<file path="src/rtl/tinytpu_result_serializer.sv">
// tinytpu_result_serializer: captures one N*N result tile and shifts it out MSB-first on data_out_z.
// Optional per-word even parity bit: define TINYTPU_SER_PARITY_EN.
module tinytpu_result_serializer #(
  parameter int D_W   = 8,
  parameter int N     = 2,
  parameter int ACC_W = 2*D_W + $clog2(N)
) (
  input  logic                   clk,
  input  logic                   rst_n,
  input  logic                   res_valid,
  input  logic [N*N*ACC_W-1:0]   res_data,
  output logic                   res_ready,
  input  logic                   tx_hold,
  output logic                   data_out_z,
  output logic                   tx_ready,
  output logic                   tx_done
);

  // state | meaning
  // IDLE  | waiting for a tile; res_ready high
  // SHIFT | emitting word bits; word_q/bit_q point at the next bit to emit
  // PAR   | emitting the even-parity bit of word_q (parity build only)
  // DONE  | tx_done pulse cycle, then back to IDLE

  localparam int NW     = N*N;
  localparam int WORD_W = (NW > 1) ? $clog2(NW) : 1;
  localparam int BIT_W  = (ACC_W > 1) ? $clog2(ACC_W) : 1;
  localparam logic [WORD_W-1:0] LAST_WORD = WORD_W'(NW-1);
  localparam logic [BIT_W-1:0]  TOP_BIT   = BIT_W'(ACC_W-1);
  localparam logic [BIT_W-1:0]  SECOND_BIT = BIT_W'(ACC_W-2);

  typedef enum logic [1:0] {
    IDLE  = 2'd0,
    SHIFT = 2'd1,
    DONE  = 2'd2
`ifdef TINYTPU_SER_PARITY_EN
    , PAR = 2'd3
`endif
  } state_t;

  state_t                 state_q, state_d;
  logic [NW*ACC_W-1:0]    shadow_q, shadow_d;
  logic [WORD_W-1:0]      word_q, word_d;
  logic [BIT_W-1:0]       bit_q, bit_d;
  logic                   last_q, last_d;
  logic                   data_out_z_q, data_out_z_d;
  logic                   tx_ready_q, tx_ready_d;
  logic                   tx_done_q, tx_done_d;
  logic [ACC_W-1:0]       cur_word;

  assign res_ready  = (state_q == IDLE);
  assign data_out_z = data_out_z_q;
  assign tx_ready   = tx_ready_q;
  assign tx_done    = tx_done_q;

  always_comb begin
    state_d      = state_q;
    shadow_d     = shadow_q;
    word_d       = word_q;
    bit_d        = bit_q;
    last_d       = last_q;
    data_out_z_d = data_out_z_q;
    tx_ready_d   = 1'b0;
    tx_done_d    = 1'b0;
    cur_word     = shadow_q[int'(word_q)*ACC_W +: ACC_W];

    case (state_q)
      IDLE: begin
        if (res_valid) begin
          // Word 0 MSB goes out on the capture edge so it is visible in the next cycle.
          shadow_d     = res_data;
          word_d       = '0;
          bit_d        = SECOND_BIT;
          last_d       = 1'b0;
          data_out_z_d = res_data[ACC_W-1];
          tx_ready_d   = 1'b1;
          state_d      = SHIFT;
        end
      end

      SHIFT: begin
        if (!tx_hold) begin
          if (last_q) begin
            tx_done_d = 1'b1;
            state_d   = DONE;
          end else begin
            data_out_z_d = cur_word[bit_q];
            tx_ready_d   = 1'b1;
            if (bit_q != '0) begin
              bit_d = bit_q - 1'b1;
            end else begin
`ifdef TINYTPU_SER_PARITY_EN
              state_d = PAR;
`else
              if (word_q == LAST_WORD) begin
                last_d = 1'b1;
              end else begin
                word_d = word_q + 1'b1;
                bit_d  = TOP_BIT;
              end
`endif
            end
          end
        end
      end

`ifdef TINYTPU_SER_PARITY_EN
      PAR: begin
        if (!tx_hold) begin
          data_out_z_d = ^cur_word;
          tx_ready_d   = 1'b1;
          state_d      = SHIFT;
          if (word_q == LAST_WORD) begin
            last_d = 1'b1;
          end else begin
            word_d = word_q + 1'b1;
            bit_d  = TOP_BIT;
          end
        end
      end
`endif

      DONE: begin
        state_d = IDLE;
      end

      default: begin
        state_d = IDLE;
      end
    endcase
  end

  always_ff @(posedge clk or negedge rst_n) begin
    if (!rst_n) begin
      state_q      <= IDLE;
      shadow_q     <= '0;
      word_q       <= '0;
      bit_q        <= '0;
      last_q       <= 1'b0;
      data_out_z_q <= 1'b0;
      tx_ready_q   <= 1'b0;
      tx_done_q    <= 1'b0;
    end else begin
      state_q      <= state_d;
      shadow_q     <= shadow_d;
      word_q       <= word_d;
      bit_q        <= bit_d;
      last_q       <= last_d;
      data_out_z_q <= data_out_z_d;
      tx_ready_q   <= tx_ready_d;
      tx_done_q    <= tx_done_d;
    end
  end

endmodule

</file>
<file path="config.mk">
export PLATFORM = sky130hd
export DESIGN_NAME = tinytpu_result_serializer
export DESIGN_NICKNAME = d
export VERILOG_FILES = /design/src/rtl/tinytpu_result_serializer.sv
export SDC_FILE = /design/constraint.sdc
export NUM_CORES = 1
export LEC_CHECK = 0
export BUFFER_PORTS_ARGS = -buffer_cell sky130_fd_sc_hd__buf_2
export CAP_MARGIN = 20
export CORE_MARGIN = 3
export CORE_UTILIZATION = 55
export DETAILED_ROUTE_END_ITERATION = 8
export MAX_ROUTING_LAYER = met4
export PLACE_DENSITY = 0.82
export SLEW_MARGIN = 10
export SYNTH_ARGS = -nofsm -noshare
export SYNTH_HDL_FRONTEND = slang
export SYNTH_SLANG_ARGS = --single-unit
export TNS_END_PERCENT = 20
</file>
<file path="constraint.sdc">
create_clock -name clk -period 2.1 [get_ports clk]
set_input_delay 0 -clock clk [delete_from_list [all_inputs] [get_ports clk]]
set_output_delay 0 -clock clk [all_outputs]
set_load 0.005 [all_outputs]
</file>
* Word level (Yosys, flattened, before mapping)
Index checks and enable logic that the tools add are counted.
** Cells by class
- $add $sub $neg :: 2
- Multipliers :: 1
- Magnitude comparators :: 1
- Equal/unequal tests :: 9
- Shift-type cells :: 1
- Muxes and demuxes :: 35
- Reduce and logical (&&, ||, !) cells :: 9
** Operators by type and width (number)
- $shiftx 68x8->17 :: 1
- $mux 5 :: 5
- $mux 2 :: 8
- $mux 1 :: 15
- $ne 2x2->1 const B :: 6
- $pmux 5 s2 :: 1
- $pmux 2 s2 :: 2
- $mul 2x5->7 const B :: 1
- $lt 5x6->1 const B :: 1
- $pmux 1 s2 :: 3
- $reduce_and 3->1 :: 2
- $reduce_and 6->1 :: 1
- $bmux 1 s5 :: 1
- $reduce_and 5->1 :: 1
- $reduce_bool 5->1 :: 1
- $sub 5x1->5 const B :: 1
- $reduce_and 4->1 :: 1
- $ne 3x3->1 const B :: 1
- $add 2x1->2 const B :: 1
- $eq 2x1->1 const B :: 1
- $eq 2x2->1 const B :: 1
- $logic_not 2->1 :: 1
- $reduce_and 2->1 :: 1
- $reduce_bool 2->1 :: 1
** Storage, ports and cells
- Register bits after elaboration :: 81
- Logic and storage cells :: 66

* Depth between registers and ports, before layout
Gate-level depths: netlist of the first run.
- Word-level depth :: 7
- Mapped depth :: 8
- Mapped depth without buffers :: 7

* Worst setup path before layout of the first run
No wires, ideal clock.
- Path kind :: register -> register
- Start :: reg word_q[0]
- End :: reg data_out_z_q (netlist: data_out_z)
- Arrival time :: 1.640 ns
- Required time :: 1.966 ns
- Path slack :: 0.326 ns
- Stages on the path, launching flop included :: 6
- Buffers on the path :: 1
- Clock period less this slack :: 1.774 ns
- Cell sequence :: dfrtp_1 > buf_6 > mux4_1 > mux4_2 > nor2_1 > o311ai_1
** Between the ends
- Word-level cells in the longest chain between the ends :: 7
** RTL lines
- start, declared :: RTL line 43 : logic [WORD_W-1:0] word_q, word_d;
- start signal, assigned :: RTL line 146 : word_q <= word_d;
- $mul 2x5->7 :: RTL line 65 : cur_word = shadow_q[int'(word_q)*ACC_W +: ACC_W];
- $shiftx 68x8->17 :: RTL line 65
- $bmux 1 s5 :: RTL line 87 : data_out_z_d = cur_word[bit_q];
- $mux 1 (implied by the code) :: RTL line 87
- $mux 1 :: RTL line 83 : if (last_q) begin
- $mux 1 :: RTL line 82 : if (!tx_hold) begin
- $pmux 1 s2 :: RTL line 67 : case (state_q)
- end signal, assigned :: RTL line 149 : data_out_z_q <= data_out_z_d;
- end, declared :: RTL line 46 : logic data_out_z_q, data_out_z_d;
Every way passes these cells. The select of a mux whose other input is x is not followed.
A chain may end at the register's enable or synchronous reset.

* Worst setup path in the final report of the first run
- Start :: reg word_q[1]
- End :: reg word_q[0]
** Between the ends
- Word-level cells in the longest chain between the ends :: 3
** RTL lines
- $eq 2x2->1 :: RTL line 95 : if (word_q == LAST_WORD) begin
- $ne 2x2->1 (no line)
- $reduce_and 6->1 (no line)
Every way passes these cells.

==> key figures, run 1 <==
Job
  • Max cap viols: 0

Yosys
  • Dominant cells by area after synthesis: dfrtp_1 54%, mux2_2 21%, mux4_2 7.2%, mux4_1 4.2%, buf_2 1.2%
  • Post-synth ARST share: 100%
  • Yosys warns: 0
  • Avg Inst Size Synth: 14.7 um^2
  • Number of synthesized flops with an enable pin: 0
  • Cells after Synth: 255
  • Top_reg_cell synth: dfrtp_1
  • Post-synth top cells: 81 x dfrtp_1, 69 x mux2_2, 12 x mux4_2, 12 x nand2_1, 9 x buf_2
  • Count leader, synth: dfrtp_1
  • Synth Register Bits: 81
  • Syn_nets: 329
  • Top cell type's share of synthesized area: 54.3%
  • Cell Area, Synth: 3740 um^2
  • Post-synthesis sequential area ratio: 54.3%
  • Netlist cell types: 34
  • Cell type with the largest total area after synthesis: dfrtp_1

Setup path
  • Critical Path AT: 2360 ps
  • CP Capture Type: register
  • Buf+Inv Stages, Crit Path: 1
  • Critical path startpoint category: register
  • CP max-delay cell: dfrtp_1
  • CP delay by family, top: flip-flops
  • Critical path peak fanout: 10
  • Crit Path Class: reg -> reg
  • Crit-path cells: buf_4 > ha_1 > nor4_1 > o21ai_0 > mux2_2
  • Max stage delay on crit path: 580 ps
  • Req. time, crit path: 2350 ps

Global routing
  • Vias in the first global route: 2,861
  • Grt ovf: 0
  • GRT Total Usage: 25.9%
  • Largest net degree at the start of global routing: 82
  • Initial antenna violation count: 0
  • First-pass GRT wire length: 14,400 um

Cells and area
  • Diodes inserted: 0
  • Nets@finish: 475
  • Layout cells sized above 1: 44.3%
  • Post-Layout Cell Count: 483
  • Area grow syn2layout: 36.5%
  • Post-route cell area: 5100 um^2

Clock tree
  • CTS tree: done
  • Clock insertion delay at the later pin of the skew report: 360 ps
  • Post-CTS Setup Bufs: 0
  • Clk Tree Root Cell: clkbuf_8
  • CTS clk-pin slew, worst paths: 80 ps
  • Num CTS Buffers: 9
  • H-tree Lvls: 3
  • # clock sinks: 81
  • CTS max path bufs: 2

Routing
  • First-pass DRT Iterations: 4
  • WL final: 9090 um
  • Initial DRC count: 322
  • Drc violations: 0
  • Drt via density: 5.78
  • Routed Antenna Nets: 0
  • Routed len/inst: 18.8 um
  • Via total after detailed routing: 2,791

STA
  • Final min period: 2110 ps
  • Hold Fails Final Rpt: 0
  • Worst rel slew slack: 33.6%
  • Setup ws final: -5.71 ps
  • Tcrit/Tclk final: 100%
  • Fmax: 475 MHz
  • Max Clock Skew: 6.70 ps
  • Worst Tran Pin Value: 995 ps
  • Max Slew Vio Count: 0
  • Setup violators final: 1

Run status
  • Violated checks: setup timing
  • Status: finished with violations

Floorplan
  • Chip width: 88.4 um
  • Initial Utilization: 57.8%
  • I/O pins: 76
  • Row count: 29
  • DIE AREA: 7820 um^2
  • Die height: 88.4 um
  • Core area: 6460 um^2

Power
  • Peak VDD IR: 700 uV
  • Leak Pwr: 2.24 nW
  • Pwr dens: 1050 nW/um^2

Placed design
  • DPL Wire Length: 5160 um
  • Number of port buffers: 75
  • Placed insts: 397
  • Placed cell areas: 4190 um^2
  • Final RePlAce weighted congestion: 0.828

Hold path
  • Hold Path Class: in -> reg
==> cell type report <==
cell class / instances / area, um^2
sequential: 81 / 2030
multi-input combinational: 154 / 1610
fill: 363 / 1360
timing repair buffer: 151 / 1140
clock buffer: 10 / 128
tap: 77 / 96.3
clock inverter: 6 / 82.6
inverter: 4 / 15.0
==> power by group <==
part | internal, mW | switching [mW] | leakage, nW
registers | 2.17 | 0.439 | 0.958
logic | 0.987 | 0.553 | 1.17
clock network | 0.663 | 0.562 | 0.106
total | 3.82 | 1.55 | 2.24
==> cell usage in the layout (no fill, tap or decap), drive strengths merged <==
master	n
nor2b	1
o21ai	7
mux2i	3
nand3	3
a31oi	1
buf	81
nor2	7
and2	1
nand4	3
mux4	18
a21oi	2
and3	1
o32ai	1
o211ai	1
nand4b	2
clkinvlp	1
clkbuf	10
dlygate4sd3	70
clkinv	4
inv	3
or2	1
and4	1
ha	2
a22o	5
bufinv	2
mux2	69
o311ai	1
or3b	1
nor3	4
nand2b	3
dfrtp	81
nand2	12
nor4	2
a21o	2
==> cells by family (layout without fill, tap and decap cells) <==
group / Yosys count / after routing / synth area share [%]
AO/OA/AOI/OAI: 20 / 20 / 3.62
adder cells (fa/ha/maj): 2 / 2 / 0.670
multiplexers: 90 / 90 / 33.1
AND/OR/NAND/NOR: 42 / 42 / 5.79
buffers and inverters: 20 / 171 / 2.61
flip-flops: 81 / 81 / 54.3
==> layer usage <==
| layer | up-vias | GRT usage [%] | part of all wire (%) |
|---|---|---|---|
| li1 | 1243 | - | - |
| met1 | 1404 | 31.7 | 39 |
| met2 | 122 | 43.1 | 54 |
| met3 | 22 | 5.31 | 4.8 |
| met4 | 0 | 8.79 | 2.6 |
| met5 | - | - | 0 |
==> final timing paths <==
| path | startpoint | to | slack, ps | cells after the start |
|---|---|---|---|---|
| worst max-delay path | word_q[1]$_DFFE_PN0P_ | word_q[0]$_DFFE_PN0P_ | -6 | 5 |
| worst min-delay path | res_valid | tx_ready$_DFF_PN0_ | 120 | 4 |
| worst max register to register | word_q[1]$_DFFE_PN0P_ | word_q[0]$_DFFE_PN0P_ | -6 | 5 |
| worst min register to register | shadow_q[28]$_DFFE_PN0P_ | shadow_q[28]$_DFFE_PN0P_ | 510 | 1 |
| max in group asynchronous | rst_n | shadow_q[24]$_DFFE_PN0P_ | 1110 | 2 |
| min in group asynchronous | rst_n | shadow_q[59]$_DFFE_PN0P_ | 320 | 2 |
==> worst min-delay path, delay by kind of cell <==
family / cells / cell delay [ps]
simple gates: 1 / 80
mux: 1 / 60
buf+inv: 2 / 280
==> metrics by stage <==
step	total power [mW]	setup WS (ps)	hold slack, ps	utilization [%]	setup TNS (ps)
floorplan	3.54	326	-296	-	0
global placement	3.92	196	222	64.8	0
detailed placement	4.00	124	231	64.8	0
CTS	5.32	112	119	78.9	0
global route	5.67	-259	153	79.0	-500
finish	5.38	-5.71	117	79.0	-5.71
==> registers in the layout, summed over array words and instances, names as in the netlist <==
signal and flops:
bit_q 5, data_out_z 1, last_q 1, shadow_q 68, state_q 2, tx_done 1
tx_ready 1, word_q 2
==> timing repair <==
item / CTS / global route
hold buffers: 70 / 0
endpoints found under the setup margin: 0 / 1
gates resized for setup: 0 / 1
hold endpoints to repair: 153 / 0
Power figures use the tool's default switching activity.
==> run 2: changes to the inputs <==
--- a/config.mk
+++ b/config.mk
@@ -8,10 +8,10 @@
 export BUFFER_PORTS_ARGS = -buffer_cell sky130_fd_sc_hd__buf_2
 export CAP_MARGIN = 20
 export CORE_MARGIN = 3
-export CORE_UTILIZATION = 55
+export CORE_UTILIZATION = 49
 export DETAILED_ROUTE_END_ITERATION = 8
 export MAX_ROUTING_LAYER = met4
-export PLACE_DENSITY = 0.82
+export PLACE_DENSITY = 0.77
 export SLEW_MARGIN = 10
 export SYNTH_ARGS = -nofsm -noshare
 export SYNTH_HDL_FRONTEND = slang
==> constraint.sdc (replaced) <==
create_clock -name clk -period 1.75 [get_ports clk]
set_input_delay 0 -clock clk [delete_from_list [all_inputs] [get_ports clk]]
set_output_delay 0 -clock clk [all_outputs]
set_load 0.005 [all_outputs]
==> run 2 against run 1 <==
Net effect: the run still ends with setup timing left; power increased by 21%; flip-flop and latch count unchanged; routed wire length decreased by 3.7%; utilization decreased by 7.8 points; combinational power increased by 27%; critical path depth unchanged; sequential power increased by 18%; via count decreased by 2.5%; sequential share of layout area decreased by 0.86 points; count of clock-buffer cells in the layout decreased by 1; cell count increased by 6.0%; largest power group unchanged.
==> key figures, run 2 (same netlist as run 1, synthesis figures left out) <==
Setup path
  • Max stage delay on crit path: 500 ps
  • Critical Path AT: 2100 ps
  • Critical path startpoint category: register
  • Cell repeated most along the worst path: mux4_2
  • Crit Path Class: reg -> reg
  • CP max-delay cell: mux4_2
  • Req. time, crit path: 1980 ps
  • Critical path peak fanout: 5
  • CP Capture Type: register
  • Crit-path cells: buf_12 > mux4_2 > mux4_2 > nor2_1 > o311ai_1

Routing
  • Via total after detailed routing: 2,722
  • Initial DRC count: 182
  • First-pass DRT Iterations: 4
  • Routed Antenna Nets: 0
  • Drc violations: 0
  • WL final: 8760 um
  • Routed len/inst: 17.1 um
  • Drt via density: 5.32

Global routing
  • Grt ovf: 0
  • GRT Total Usage: 23.1%
  • Largest net degree at the start of global routing: 45
  • Initial antenna violation count: 0
  • First-pass GRT wire length: 14,900 um
  • Vias in the first global route: 2,966

Clock tree
  • H-tree Lvls: 3
  • CTS tree: done
  • Post-CTS Setup Bufs: 0
  • CTS max path bufs: 2
  • Clk Tree Root Cell: clkbuf_8
  • # clock sinks: 81
  • Num CTS Buffers: 9
  • CTS clk-pin slew, worst paths: 80 ps
  • Clock insertion delay at the later pin of the skew report: 360 ps

Power
  • Psw: 1.87 mW
  • Gate power share: 29.9%
  • Total power: 6.53 mW
  • Leak Pwr: 2.27 nW
  • Clock power frac: 22.9%
  • Int Power: 4.65 mW
  • Pwr dens: 1250 nW/um^2
  • Flop pwr share: 47.2%
  • Peak VDD IR: 790 uV
  • Switching share of power: 28.7%

STA
  • Setup Total Neg Slack: -120 ps
  • Final min period: 1870 ps
  • Worst rel slew slack: 64.7%
  • Max Clock Skew: 6.55 ps
  • Tcrit/Tclk final: 107%
  • Max Slew Vio Count: 0
  • Fmax: 535 MHz
  • WHS: 150 ps
  • Setup violators final: 1
  • RSZ-0062 raised after global routing: true
  • Worst Tran Pin Value: 529 ps
  • Hold Fails Final Rpt: 0
  • Setup ws final: -120 ps

Cells and area
  • Biggest register: shadow_q
  • Nets@finish: 482
  • Diodes inserted: 0
  • Number of flip-flops in the largest register: 68
  • Post-Layout Cell Count: 512
  • Area grow syn2layout: 39.7%
  • Layout cells sized above 1: 46.5%
  • Most frequent cells in the layout: 80 x dfrtp_1, 74 x buf_2, 70 x dlygate4sd3_1, 69 x mux2_2, 15 x mux4_2
  • Most common cell after layout, fill and taps aside: dfrtp_1
  • Largest registers: shadow_q (68), bit_q (5)

Floorplan
  • I/O pins: 76
  • Core area: 7330 um^2
  • Row count: 31
  • Initial Utilization: 51.0%
  • DIE AREA: 8710 um^2
  • Die height: 93.3 um
  • Chip width: 93.3 um

Run status
  • Status: finished with violations
  • Violated checks: setup timing

Placed design
  • Placed insts: 426
  • DPL Wire Length: 5520 um
  • Final RePlAce weighted congestion: 0.807
  • Number of port buffers: 75

Hold path
  • Hold Path Class: in -> async

Job
  • Max cap viols: 0
-- run 2: cell types whose count changed in the layout (fill, tap and decap cells not counted), sizes merged --
cell and change:
buf +7, clkbuf -1, clkinv +1
-- run 2: cell type report --
type / instances / area, um^2
fill: 471 / 2110
timing repair buffer: 158 / 1230
clock inverter: 7 / 95.1
sequential: 81 / 2030
tap: 99 / 124
multi-input combinational: 154 / 1600
inverter: 4 / 15.0
clock buffer: 9 / 124
-- run 2: repair_timing --
item / 4_1_cts / 5_1_grt
setup endpoints to repair: 2 / 7
resized for setup: 1 / 1
pin swaps: 1 / 0
endpoints found under the hold margin: 112 / 0
hold buffers: 70 / 0
-- run 2: power by group through the flow --
stage / logic, mW / clock network [mW] / registers (mW)
floorplan: 1.38 / 0 / 2.88
global placement: 1.74 / 0 / 3.06
detailed placement: 1.80 / 0 / 3.09
CTS: 1.93 / 1.52 / 3.06
global route: 2.14 / 1.60 / 3.16
finish: 1.95 / 1.50 / 3.08
-- run 2: per-layer routing --
layer  track usage, %  up-vias  share of wire [%]
li1                 -     1255                  -
met1             28.0     1390                 42
met2             38.7       61                 54
met3             4.34       16                2.8
met4             8.67        0                2.1
met5                -        -                  0
-- run 2: path summary, 6_finish.rpt --
| path | from | endpoint | slack, ps | depth (start not counted) |
|---|---|---|---|---|
| setup reg to reg | word_q[0]$_DFFE_PN0P_ | data_out_z$_DFFE_PN0P_ | -120 | 5 |
| hold / removal | rst_n | shadow_q[16]$_DFFE_PN0P_ | 150 | 2 |
| setup / recovery | word_q[0]$_DFFE_PN0P_ | data_out_z$_DFFE_PN0P_ | -120 | 5 |
| max in group asynchronous | rst_n | word_q[1]$_DFFE_PN0P_ | 980 | 3 |
| hold reg to reg | shadow_q[43]$_DFFE_PN0P_ | shadow_q[43]$_DFFE_PN0P_ | 510 | 1 |
| min in group clk | res_valid | tx_ready$_DFF_PN0_ | 160 | 4 |
-- run 2: per-stage QoR --
step | worst slack, ps | utilization (%) | area [um^2]
after global routing | -157 | 71.2 | 5220
after floorplan | 5.47 | - | 3730
after CTS | -85.4 | 71.1 | 5210
after global placement | -63.4 | 58.6 | 4290
final | -120 | 71.2 | 5220
after detailed placement | -87.5 | 58.6 | 4290
-- run 2: critical path: cells and delay by family, from the launching register on --
kind	cells	cell delay, ps
multiplexers	2	980
flip-flops	1	420
buffers and inverters	1	140
AND/OR/NAND/NOR	1	100
AO/OA/AOI/OAI	1	90
